**config.mk**
```make
export PLATFORM = sky130hd
export DESIGN_NAME = next_pc_unit_flat
export DESIGN_NICKNAME = d
export VERILOG_FILES = /design/src/rtl/next_pc_unit_if.sv /design/src/rtl/next_pc_unit.sv /design/src/flat_wrapper.sv
export SDC_FILE = /design/constraint.sdc
export NUM_CORES = 1
export LEC_CHECK = 0
export CORE_MARGIN = 1
export CORE_UTILIZATION = 45
export CTS_CLUSTER_SIZE = 40
export DETAILED_ROUTE_END_ITERATION = 8
export PLACE_DENSITY = 0.68
export SLEW_MARGIN = 20
export SYNTH_ARGS = -nofsm -noshare
export SYNTH_HDL_FRONTEND = slang
export SYNTH_SLANG_ARGS = --single-unit
```
**constraint.sdc**
```tcl
create_clock -name clk -period 15.25 [get_ports clk]
set_input_delay 3.05 -clock clk [delete_from_list [all_inputs] [get_ports clk]]
set_output_delay 3.05 -clock clk [all_outputs]
set_load 0.005 [all_outputs]
```
**src/rtl/next_pc_unit_if.sv**
```systemverilog
// rtl/next_pc_unit_if.sv - request/response bundle between decode and next_pc_unit
// misalign is present only when NPC_ALIGN_CHECK_EN is defined.
interface next_pc_unit_if #(
  parameter int XLEN = 32
);
  logic            en;
  logic [2:0]      op;
  logic [XLEN-1:0] pc;
  logic [25:0]     addr;
  logic [15:0]     imm;
  logic [XLEN-1:0] reg_addr;
  logic [XLEN-1:0] rs_val;
  logic [XLEN-1:0] rt_val;
  logic [XLEN-1:0] pc_out;
  logic [XLEN-1:0] link_addr;
  logic            link_we;
  logic            taken;
  logic            jump_done;
  logic            busy;
  logic            ras_empty;
  logic            ras_full;
`ifdef NPC_ALIGN_CHECK_EN
  logic            misalign;

  modport master (
    output en, op, pc, addr, imm, reg_addr, rs_val, rt_val,
    input  pc_out, link_addr, link_we, taken, jump_done, busy, ras_empty, ras_full, misalign
  );
  modport slave (
    input  en, op, pc, addr, imm, reg_addr, rs_val, rt_val,
    output pc_out, link_addr, link_we, taken, jump_done, busy, ras_empty, ras_full, misalign
  );
`else
  modport master (
    output en, op, pc, addr, imm, reg_addr, rs_val, rt_val,
    input  pc_out, link_addr, link_we, taken, jump_done, busy, ras_empty, ras_full
  );
  modport slave (
    input  en, op, pc, addr, imm, reg_addr, rs_val, rt_val,
    output pc_out, link_addr, link_we, taken, jump_done, busy, ras_empty, ras_full
  );
`endif
endinterface

```
**src/rtl/next_pc_unit.sv**
```systemverilog
// rtl/next_pc_unit.sv - next-PC / jump resolution with circular return-address stack
// Optional target alignment check enabled by defining NPC_ALIGN_CHECK_EN.
module next_pc_unit #(
  parameter int XLEN      = 32,
  parameter int RAS_DEPTH = 4
) (
  input logic           clk,
  input logic           rst,
  next_pc_unit_if.slave bus
);
  localparam int PW = (RAS_DEPTH > 1) ? $clog2(RAS_DEPTH) : 1;

  localparam logic [2:0] OP_J   = 3'd1;
  localparam logic [2:0] OP_JAL = 3'd2;
  localparam logic [2:0] OP_JR  = 3'd3;
  localparam logic [2:0] OP_BEQ = 3'd4;
  localparam logic [2:0] OP_BNE = 3'd5;
  localparam logic [2:0] OP_RET = 3'd6;

  typedef enum logic [1:0] {S_IDLE, S_CALC, S_DONE} state_e;

  state_e          state_q, state_d;
  logic [2:0]      op_q;
  logic [XLEN-1:0] pc_q, reg_addr_q, rs_q, rt_q;
  logic [25:0]     addr_q;
  logic [15:0]     imm_q;
  logic [XLEN-1:0] pc_out_q, link_q;
  logic            taken_q;
  logic            misalign_q;
  logic [XLEN-1:0] ras_q [RAS_DEPTH];
  logic [PW-1:0]   ptr_q;
  logic [PW:0]     cnt_q;

  logic [XLEN-1:0] p4, jtarget, btarget, target_d;
  logic            taken_d, push_d, pop_d, mis_d;

  always_comb begin
    state_d = state_q;
    case (state_q)
      S_IDLE:  if (bus.en) state_d = S_CALC;
      S_CALC:  state_d = S_DONE;
      default: state_d = S_IDLE;
    endcase
  end

  always_comb begin
    p4       = pc_q + XLEN'(4);
    jtarget  = {p4[XLEN-1:28], addr_q, 2'b00};
    btarget  = p4 + {{(XLEN-18){imm_q[15]}}, imm_q, 2'b00};
    target_d = p4;
    taken_d  = 1'b0;
    push_d   = 1'b0;
    pop_d    = 1'b0;
    mis_d    = 1'b0;
    case (op_q)
      OP_J:   begin target_d = jtarget; taken_d = 1'b1; end
      OP_JAL: begin target_d = jtarget; taken_d = 1'b1; push_d = 1'b1; end
      OP_JR:  begin target_d = reg_addr_q; taken_d = 1'b1; end
      OP_BEQ: if (rs_q == rt_q) begin target_d = btarget; taken_d = 1'b1; end
      OP_BNE: if (rs_q != rt_q) begin target_d = btarget; taken_d = 1'b1; end
      OP_RET: begin
        taken_d = 1'b1;
        // An empty stack falls back to the register target without touching state.
        if (cnt_q != '0) begin
          target_d = ras_q[ptr_q - PW'(1)];
          pop_d    = 1'b1;
        end else begin
          target_d = reg_addr_q;
        end
      end
      default: ;
    endcase
`ifdef NPC_ALIGN_CHECK_EN
    if (target_d[1:0] != 2'b00) begin
      mis_d    = 1'b1;
      target_d = p4;
      taken_d  = 1'b0;
      push_d   = 1'b0;
      pop_d    = 1'b0;
    end
`endif
  end

  always_ff @(posedge clk or posedge rst) begin
    if (rst) begin
      state_q    <= S_IDLE;
      op_q       <= '0;
      pc_q       <= '0;
      addr_q     <= '0;
      imm_q      <= '0;
      reg_addr_q <= '0;
      rs_q       <= '0;
      rt_q       <= '0;
      pc_out_q   <= '0;
      link_q     <= '0;
      taken_q    <= 1'b0;
      misalign_q <= 1'b0;
      ptr_q      <= '0;
      cnt_q      <= '0;
      for (int i = 0; i < RAS_DEPTH; i++) ras_q[i] <= '0;
    end else begin
      state_q <= state_d;
      if (state_q == S_IDLE && bus.en) begin
        op_q       <= bus.op;
        pc_q       <= bus.pc;
        addr_q     <= bus.addr;
        imm_q      <= bus.imm;
        reg_addr_q <= bus.reg_addr;
        rs_q       <= bus.rs_val;
        rt_q       <= bus.rt_val;
      end
      if (state_q == S_CALC) begin
        pc_out_q   <= target_d;
        taken_q    <= taken_d;
        link_q     <= p4;
        misalign_q <= mis_d;
        // Writing at ptr when full lands on the oldest slot, so overflow overwrites it.
        if (push_d) begin
          ras_q[ptr_q] <= p4;
          ptr_q        <= ptr_q + PW'(1);
          if (cnt_q != (PW+1)'(RAS_DEPTH)) cnt_q <= cnt_q + (PW+1)'(1);
        end else if (pop_d) begin
          ptr_q <= ptr_q - PW'(1);
          cnt_q <= cnt_q - (PW+1)'(1);
        end
      end
    end
  end

  assign bus.pc_out    = pc_out_q;
  assign bus.link_addr = link_q;
  assign bus.taken     = taken_q;
  assign bus.jump_done = (state_q == S_DONE);
  assign bus.link_we   = (state_q == S_DONE) && (op_q == OP_JAL) && !misalign_q;
  assign bus.busy      = (state_q != S_IDLE);
  assign bus.ras_empty = (cnt_q == '0);
  assign bus.ras_full  = (cnt_q == (PW+1)'(RAS_DEPTH));
`ifdef NPC_ALIGN_CHECK_EN
  assign bus.misalign  = (state_q == S_DONE) && misalign_q;
`else
  logic unused_mis;
  assign unused_mis = misalign_q ^ mis_d;
`endif
endmodule
```
**src/flat_wrapper.sv**
```systemverilog
// flat-port wrapper written by rule: the top's interface ports become plain ports
module next_pc_unit_flat 
#(
  parameter int XLEN      = 32,
  parameter int RAS_DEPTH = 4
)
  (clk, rst, bus_en, bus_op, bus_pc, bus_addr, bus_imm, bus_reg_addr, bus_rs_val, bus_rt_val, bus_pc_out, bus_link_addr, bus_link_we, bus_taken, bus_jump_done, bus_busy, bus_ras_empty, bus_ras_full);
  next_pc_unit_if #(.XLEN(XLEN)) bus_i ();
  input logic clk;
  input logic rst;
  input wire logic [$bits(bus_i.en)-1:0] bus_en;
  input wire logic [$bits(bus_i.op)-1:0] bus_op;
  input wire logic [$bits(bus_i.pc)-1:0] bus_pc;
  input wire logic [$bits(bus_i.addr)-1:0] bus_addr;
  input wire logic [$bits(bus_i.imm)-1:0] bus_imm;
  input wire logic [$bits(bus_i.reg_addr)-1:0] bus_reg_addr;
  input wire logic [$bits(bus_i.rs_val)-1:0] bus_rs_val;
  input wire logic [$bits(bus_i.rt_val)-1:0] bus_rt_val;
  output wire logic [$bits(bus_i.pc_out)-1:0] bus_pc_out;
  output wire logic [$bits(bus_i.link_addr)-1:0] bus_link_addr;
  output wire logic [$bits(bus_i.link_we)-1:0] bus_link_we;
  output wire logic [$bits(bus_i.taken)-1:0] bus_taken;
  output wire logic [$bits(bus_i.jump_done)-1:0] bus_jump_done;
  output wire logic [$bits(bus_i.busy)-1:0] bus_busy;
  output wire logic [$bits(bus_i.ras_empty)-1:0] bus_ras_empty;
  output wire logic [$bits(bus_i.ras_full)-1:0] bus_ras_full;
  assign bus_i.en = bus_en;
  assign bus_i.op = bus_op;
  assign bus_i.pc = bus_pc;
  assign bus_i.addr = bus_addr;
  assign bus_i.imm = bus_imm;
  assign bus_i.reg_addr = bus_reg_addr;
  assign bus_i.rs_val = bus_rs_val;
  assign bus_i.rt_val = bus_rt_val;
  assign bus_pc_out = bus_i.pc_out;
  assign bus_link_addr = bus_i.link_addr;
  assign bus_link_we = bus_i.link_we;
  assign bus_taken = bus_i.taken;
  assign bus_jump_done = bus_i.jump_done;
  assign bus_busy = bus_i.busy;
  assign bus_ras_empty = bus_i.ras_empty;
  assign bus_ras_full = bus_i.ras_full;
  next_pc_unit #(.XLEN(XLEN), .RAS_DEPTH(RAS_DEPTH)) u_core (.clk(clk), .rst(rst), .bus(bus_i));
endmodule
```
==> impl_results.md, run 1 <==
- Status: completed
- Starting Density: 46.0%
- Total congestion overflow: 0
- Register bit total from synthesis: 373
- Dpl hpwl: 33.8 mm
- Pwr dens: 178 nW/µm²
- CP startpoint: rst
- Period utilization: 36.0%
- CTS tree: built
- Antenna diodes: 0
- Fmax: 0.182 GHz
- Max-Slew Margin vs Limit: 25.1%
- Hold buffers post-CTS: 0
- TritonCTS sink count: 373
- Peak VDD IR: 0.0899 mV
- I/O Buffers: 245
- Final setup viols: 0
- Nets: 2021
- Share of cells above drive strength 1: 18.0%
- DRT iter0 DRCs: 1035
- Ports: 246
- EDFF count, synth: 0
- Gr usage total: 24.3%
- Yosys warning count: 0
- First-pass GRT wire length: 76.9 mm
- Post-Syn Nets: 1800
- Vias/cell: 5.65
- RSZ-0062 raised after global routing: no
- DR pass1 iterations: 5
- Pin count of the biggest net entering global routing: 179
- P_leak: 9.54 nW
- CP arrival: 6.07 ns
- Max Root-Sink Buffers: 3
- Post-route insts no fill: 2350
- Top fanout value on the critical path: 101
- Reg-to-reg startpoint: u_core.pc_q[2]
- Wire length per cell: 20.8 µm
- Initial antenna violation count: 0
- Die ar.: 40600 µm²
- Worst setup path category: primary input to asynchronous set/reset pin
- Post-synth top area cell: dfrtp_1
- Fillers: 3307
- Syn Std Cell Area: 17900 µm²
- Routed Antenna Nets: 0
- Num CTS Buffers: 41
- Hold Crit Class: flip-flop to flip-flop
- Dominant synthesized flop cell: dfrtp_1
- Reg2reg setup slack: 10.32 ns
- Final Util: 57.2%
- Post-route setup slack: 9.76 ns
- CP Capture Type: asynchronous set/reset pin
- Top cells by area, synth: dfrtp_1 52%, mux2_2 11%, o21ai_0 5.0%
- Sequential fraction of the synthesis area: 52.1%
- Vias in the first global route: 13400
- Number of vias after detailed routing: 13300
- Worst setup endpoint: u_core.bus.pc_out[14]
- Post-Synthesis Cells: 1581
- Setup WS pre-CTS: 9.05 ns
- Root Buffer: clkbuf_16
- Syn avg cell area: 11.3 µm²
- Total power: 3.97 mW
- Residual DRC: 0
- Async S/R FF share, synth: 100%
- Final clock skew: 0.0258 ns
- Library cells used by synthesis: 75
- Critical path required time: 15.83 ns
- Die height: 202 µm
- Die span in x: 202 µm
- Core Area: 38900 µm²
- Slew @ Worst Pin: 1.12 ns
- R2r endpoint: u_core.bus.pc_out[31]
- Max-slew violations: 0
- DRT Wirelength: 48.8 mm
- Clock-pin slew on the worst setup and hold paths: 0.06 ns
- Register-to-Register Path Depth: 16
- Final hold viol count: 0
- Placed cells: 2276
- Setup bufs post-CTS: 0
- RePlAce Congestion: 0.924
- Setup crit start kind: primary input
- H-tree Lvls: 2
- Top-area cell type share of the netlist area: 52.1%
- Setup TNS: 0 ns
- Clk_lat worst skew: 0.57 ns
- Min Tclk post-route: 5.49 ns
- # rows: 72
- Max Cap Violations: 0
- # resized after CTS: 0
- Synth-to-layout area growth: 24.2%
[cells in the final DEF (no fill, tap or decap), drive strengths merged, types with 11 or more instances in the layout]
cell type      count
xor2              59
and3              15
mux2             180
nor3              11
buf               21
clkdlybuf4s50    245
inv               44
xnor2             25
nand2            213
ha                41
a221o             22
mux4              32
clkbuf            63
nand4             11
a21oi             52
a21o              25
a221oi            22
dfrtp            373
o21ai            180
nor2              59
nand3             16
[logic make-up (layout without fill, tap and decap cells)]
group / Yosys count / after routing / synth area share [%]
compound gates: 366 / 366 / 12.8
fa+ha+maj: 43 / 43 / 3.09
buf+inv: 130 / 381 / 2.93
mux: 215 / 215 / 15.5
xor+xnor: 84 / 84 / 4.11
simple gates: 370 / 370 / 9.48
flops: 373 / 373 / 52.1
[metal layers]
| metal | wire (µm) | track usage, % | part of all wire (%) |
|---|---|---|---|
| met1 | 21800 | 35.0 | 45 |
| met4 | 1090 | 7.47 | 2.2 |
| met2 | 23000 | 38.2 | 47 |
| met3 | 2930 | 3.55 | 6.0 |
| met5 | 0 | 0 | 0 |
[critical path, cell delays in order]
cell	delay (ns)
clkdlybuf4s50_1	0.50
inv_8	0.30
buf_16	0.42
buf_4	0.83
buf_4	0.80
[worst min-delay path by stage]
stage | start | endpoint | slack, ns | cells past startpoint
floorplan | u_core.ras_q[34] | u_core.ras_q[34] | 0.44 | 2
global placement | u_core.ras_q[73] | u_core.ras_q[73] | 0.46 | 2
detailed placement | u_core.ras_q[126] | u_core.ras_q[126] | 0.47 | 2
CTS | u_core.ras_q[126] | u_core.ras_q[126] | 0.48 | 2
global route | u_core.ras_q[59] | u_core.ras_q[59] | 0.49 | 2
finish | u_core.ras_q[124] | u_core.ras_q[124] | 0.48 | 2
[stage by stage]
stage	area, µm²	hold WS, ns
2_1_floorplan	17900	0.445
3_3_place_gp	20900	0.457
3_5_place_dp	20900	0.466
4_1_cts	22200	0.479
5_1_grt	22300	0.490
6_report	22300	0.477
[Yosys cell counts (4+ instances only)]
cell      instances
nand4_1           9
and4_1            7
o21a_1            6
o22ai_1           4
dfrtp_1         373
mux4_2           32
a31oi_1           6
a21o_1           25
a221o_1          22
nor3_1           10
a211oi_1          5
xnor2_1          25
a21oi_1          52
nor2_1           59
buf_1             7
a221oi_1         22
o21ai_0         180
mux2_2          180
inv_1            40
xor2_1           59
nand3_1          15
and2_1            4
ha_1             41
clkbuf_1         68
buf_2            10
nand2_1         213
nor4_1            7
a222oi_1          8
and3_1           14
[final cells by class]
class,instances,area [µm²],area share (%)
Clock inverter,10,85.1,0.382
Tap cell,518,648,2.91
Timing Repair Buffer,266,2650,11.9
Clock buffer,63,1280,5.76
Inverter,42,165,0.742
Sequential cell,373,9330,41.9
Multi-Input combinational cell,1078,8100,36.4
[report_power, final]
part	internal, mW	leakage (nW)	total, mW	switching [mW]
combinational	0.702	4.24	1.43	0.731
clock	0.595	0.678	1.00	0.405
sequential	1.30	4.61	1.53	0.233
[registers in the layout, summed over array words and instances, names as in the netlist]
register	flops
u_core.rt_q	32
u_core.ptr_q	2
u_core.bus.link_addr	32
u_core.state_q	2
u_core.cnt_q	3
u_core.ras_q	128
u_core.reg_addr_q	32
u_core.bus.pc_out	32
u_core.addr_q	26
u_core.op_q	3
u_core.imm_q	16
u_core.bus.taken	1
u_core.pc_q	32
u_core.rs_q	32
Power figures use the tool's default switching activity.
==> run 2: changes to the inputs <==
Clock period 15.25 ns to 5.65 ns, I/O delays scaled along.
==> impl_results.md, run 2 (synthesized netlist as in run 1, its figures left out) <==
- Final setup viols: 0 (unchanged)
- Period utilization: 78.6%
- I/O Buffers: 245 (unchanged)
- Status: completed (unchanged)
- Most common cell after layout, fill and taps aside: dfrtp_1 (unchanged)
- Die span in x: 202 µm (unchanged)
- Num CTS Buffers: 41 (unchanged)
- Starting Density: 46.0% (unchanged)
- Hold Path Stages: 1 (was 2)
- Clock-pin slew on the worst setup and hold paths: 0.06 ns (about the same)
- CTS tree: built (unchanged)
- CP arrival: 4.88 ns (was 6.07 ns)
- Max reg flops: 128 (unchanged)
- Setup WS pre-CTS: 1.26 ns (was 9.05 ns)
- Post-route insts no fill: 2357 (was 2350)
- Crit-path max cell delay: 0.75 ns (was 0.83 ns)
- Routed Antenna Nets: 0 (unchanged)
- Hold Crit Class: flip-flop to flip-flop (unchanged)
- Number of vias after detailed routing: 13400 (was 13300)
- Largest reg by FF count: u_core.ras_q (unchanged)
- Final hold viol count: 0 (unchanged)
- RePlAce Congestion: 0.909 (was 0.924)
- TritonCTS sink count: 373 (unchanged)
- DRT iter0 DRCs: 997 (was 1035)
- Fillers: 3304 (was 3307)
- Most used cell, CP: and2_1 (was buf_4)
- Setup TNS: 0 ns (unchanged)
- Min-delay src: u_core.bus.link_addr[10] (was u_core.ras_q[124])
- DRT Wirelength: 49.7 mm (was 48.8 mm)
- Worst-path cell chain: and3_1 > and2_1 > and4_1 > xnor2_1 > inv_1 > ha_1 > nand3_1 > nor4_1 > a32oi_1 > nand2_1 > a21oi_1 > and2_1 > o31a_1 > o311ai_1 (was clkdlybuf4s50_1 > inv_8 > buf_16 > buf_4 > buf_4)
- Gr usage total: 24.6% (was 24.3%)
- Fmax: 0.225 GHz
- Max-slew violations: 0 (unchanged)
- Dpl hpwl: 35.0 mm (was 33.8 mm)
- Post-route setup slack: 1.21 ns (was 9.76 ns)
- Max Cap Violations: 0 (unchanged)
- Peak VDD IR: 0.230 mV (was 0.0899 mV)
- R2r endpoint: u_core.bus.pc_out[29] (was u_core.bus.pc_out[31])
- Die ar.: 40600 µm² (unchanged)
- Slew @ Worst Pin: 1.13 ns (was 1.12 ns)
- Final clock skew: 0.0234 ns (was 0.0258 ns)
- Reg-to-reg startpoint: u_core.pc_q[2] (unchanged)
- RSZ-0062 raised after global routing: no (unchanged)
- Max-Slew Margin vs Limit: 24.5% (was 25.1%)
- Wire length per cell: 21.1 µm (was 20.8 µm)
- Slowest CP cell: nor4_1 (was buf_4)
- Share of cells above drive strength 1: 18.4% (was 18.0%)
- Vias/cell: 5.68 (was 5.65)
- Total congestion overflow: 0 (unchanged)
- Ports: 246 (unchanged)
- Vias in the first global route: 13200 (was 13400)
- Cell family with most CP delay: simple AND/OR/NAND/NOR gates (was buffers and inverters)
- Pin count of the biggest net entering global routing: 145 (was 179)
- DR pass1 iterations: 5 (unchanged)
- P_leak: 9.59 nW (was 9.54 nW)
- Top fanout value on the critical path: 10 (was 101)
- Antenna diodes: 0 (unchanged)
- CP Capture Type: flip-flop (was asynchronous set/reset pin)
- Worst setup path category: flip-flop to flip-flop (was primary input to asynchronous set/reset pin)
- Placed cells: 2285 (was 2276)
- H-tree Lvls: 2 (unchanged)
- Initial antenna violation count: 0 (unchanged)
- Total power: 10.8 mW (was 3.97 mW)
- Core Area: 38900 µm² (unchanged)
- Residual DRC: 0 (unchanged)
- Reg2reg setup slack: 1.21 ns (was 10.32 ns)
- Worst hold endpoint: u_core.bus.link_addr[10] (was u_core.ras_q[124])
- Register-to-Register Path Depth: 14 (was 16)
- Hold buffers post-CTS: 0 (unchanged)
- Hold slack final: 0.476 ns (was 0.477 ns)
- Synth-to-layout area growth: 24.9% (was 24.2%)
- Pwr dens: 484 nW/µm² (was 178 nW/µm²)
- Nets: 2029 (was 2021)
- # resized after CTS: 0 (unchanged)
- Root Buffer: clkbuf_16 (unchanged)
- Critical path required time: 6.09 ns (was 15.83 ns)
- # rows: 72 (unchanged)
- Max Root-Sink Buffers: 3 (unchanged)
- Setup crit start kind: flip-flop (was primary input)
- Worst path buffer plus inverter count: 1 (was 5)
- First-pass GRT wire length: 77.5 mm (was 76.9 mm)
- Die height: 202 µm (unchanged)
- Commonest cells after routing, fill and taps aside: 373 x dfrtp_1, 245 x clkdlybuf4s50_1, 213 x nand2_1 (unchanged)
- Clk_lat worst skew: 0.56 ns (was 0.57 ns)
- Setup bufs post-CTS: 0 (unchanged)
- Min Tclk post-route: 4.44 ns
==> run 2: stage by stage <==
stage          area, µm²  utilization [%]
2_1_floorplan      17900                -
3_3_place_gp       21000             53.9
3_5_place_dp       21000             53.9
4_1_cts            22400             57.5
5_1_grt            22400             57.5
6_report           22400             57.5
==> run 2: power breakdown <==
| part | leakage (nW) | switching [mW] | internal, mW |
|---|---|---|---|
| combinational | 4.28 | 2.01 | 1.92 |
| clock | 0.693 | 1.10 | 1.68 |
| sequential | 4.61 | 0.623 | 3.51 |
| total | 9.59 | 3.73 | 7.11 |
==> run 2: per-layer routing <==
layer / vias up / wire length (µm) / global-route usage (%)
met1: 6747 / 22800 / 35.6
li1: 6140 / - / -
met2: 429 / 23100 / 38.4
met4: 0 / 986 / 6.68
met3: 67 / 2850 / 3.87
met5: - / 0 / 0
==> run 2: area by class of cell <==
type                            count  area [µm²]  area share (%)
Clock buffer                       53        1160            5.20
Clock inverter                     19         236            1.06
Inverter                           42         161           0.721
Multi-Input combinational cell   1078        8100            36.2
Sequential cell                   373        9330            41.7
Tap cell                          518         648            2.90
Timing Repair Buffer              274        2730            12.2
==> run 2: how the worst max path moves through the flow <==
stage / end / from / cells after the start
CTS: u_core.bus.pc_out[31] / u_core.pc_q[2] / 16
global placement: u_core.bus.pc_out[31] / u_core.pc_q[2] / 16
floorplan: u_core.addr_q[0] / rst / 1
finish: u_core.bus.pc_out[29] / u_core.pc_q[2] / 14
detailed placement: u_core.bus.pc_out[31] / u_core.pc_q[2] / 16
global route: u_core.bus.pc_out[31] / u_core.pc_q[2] / 16
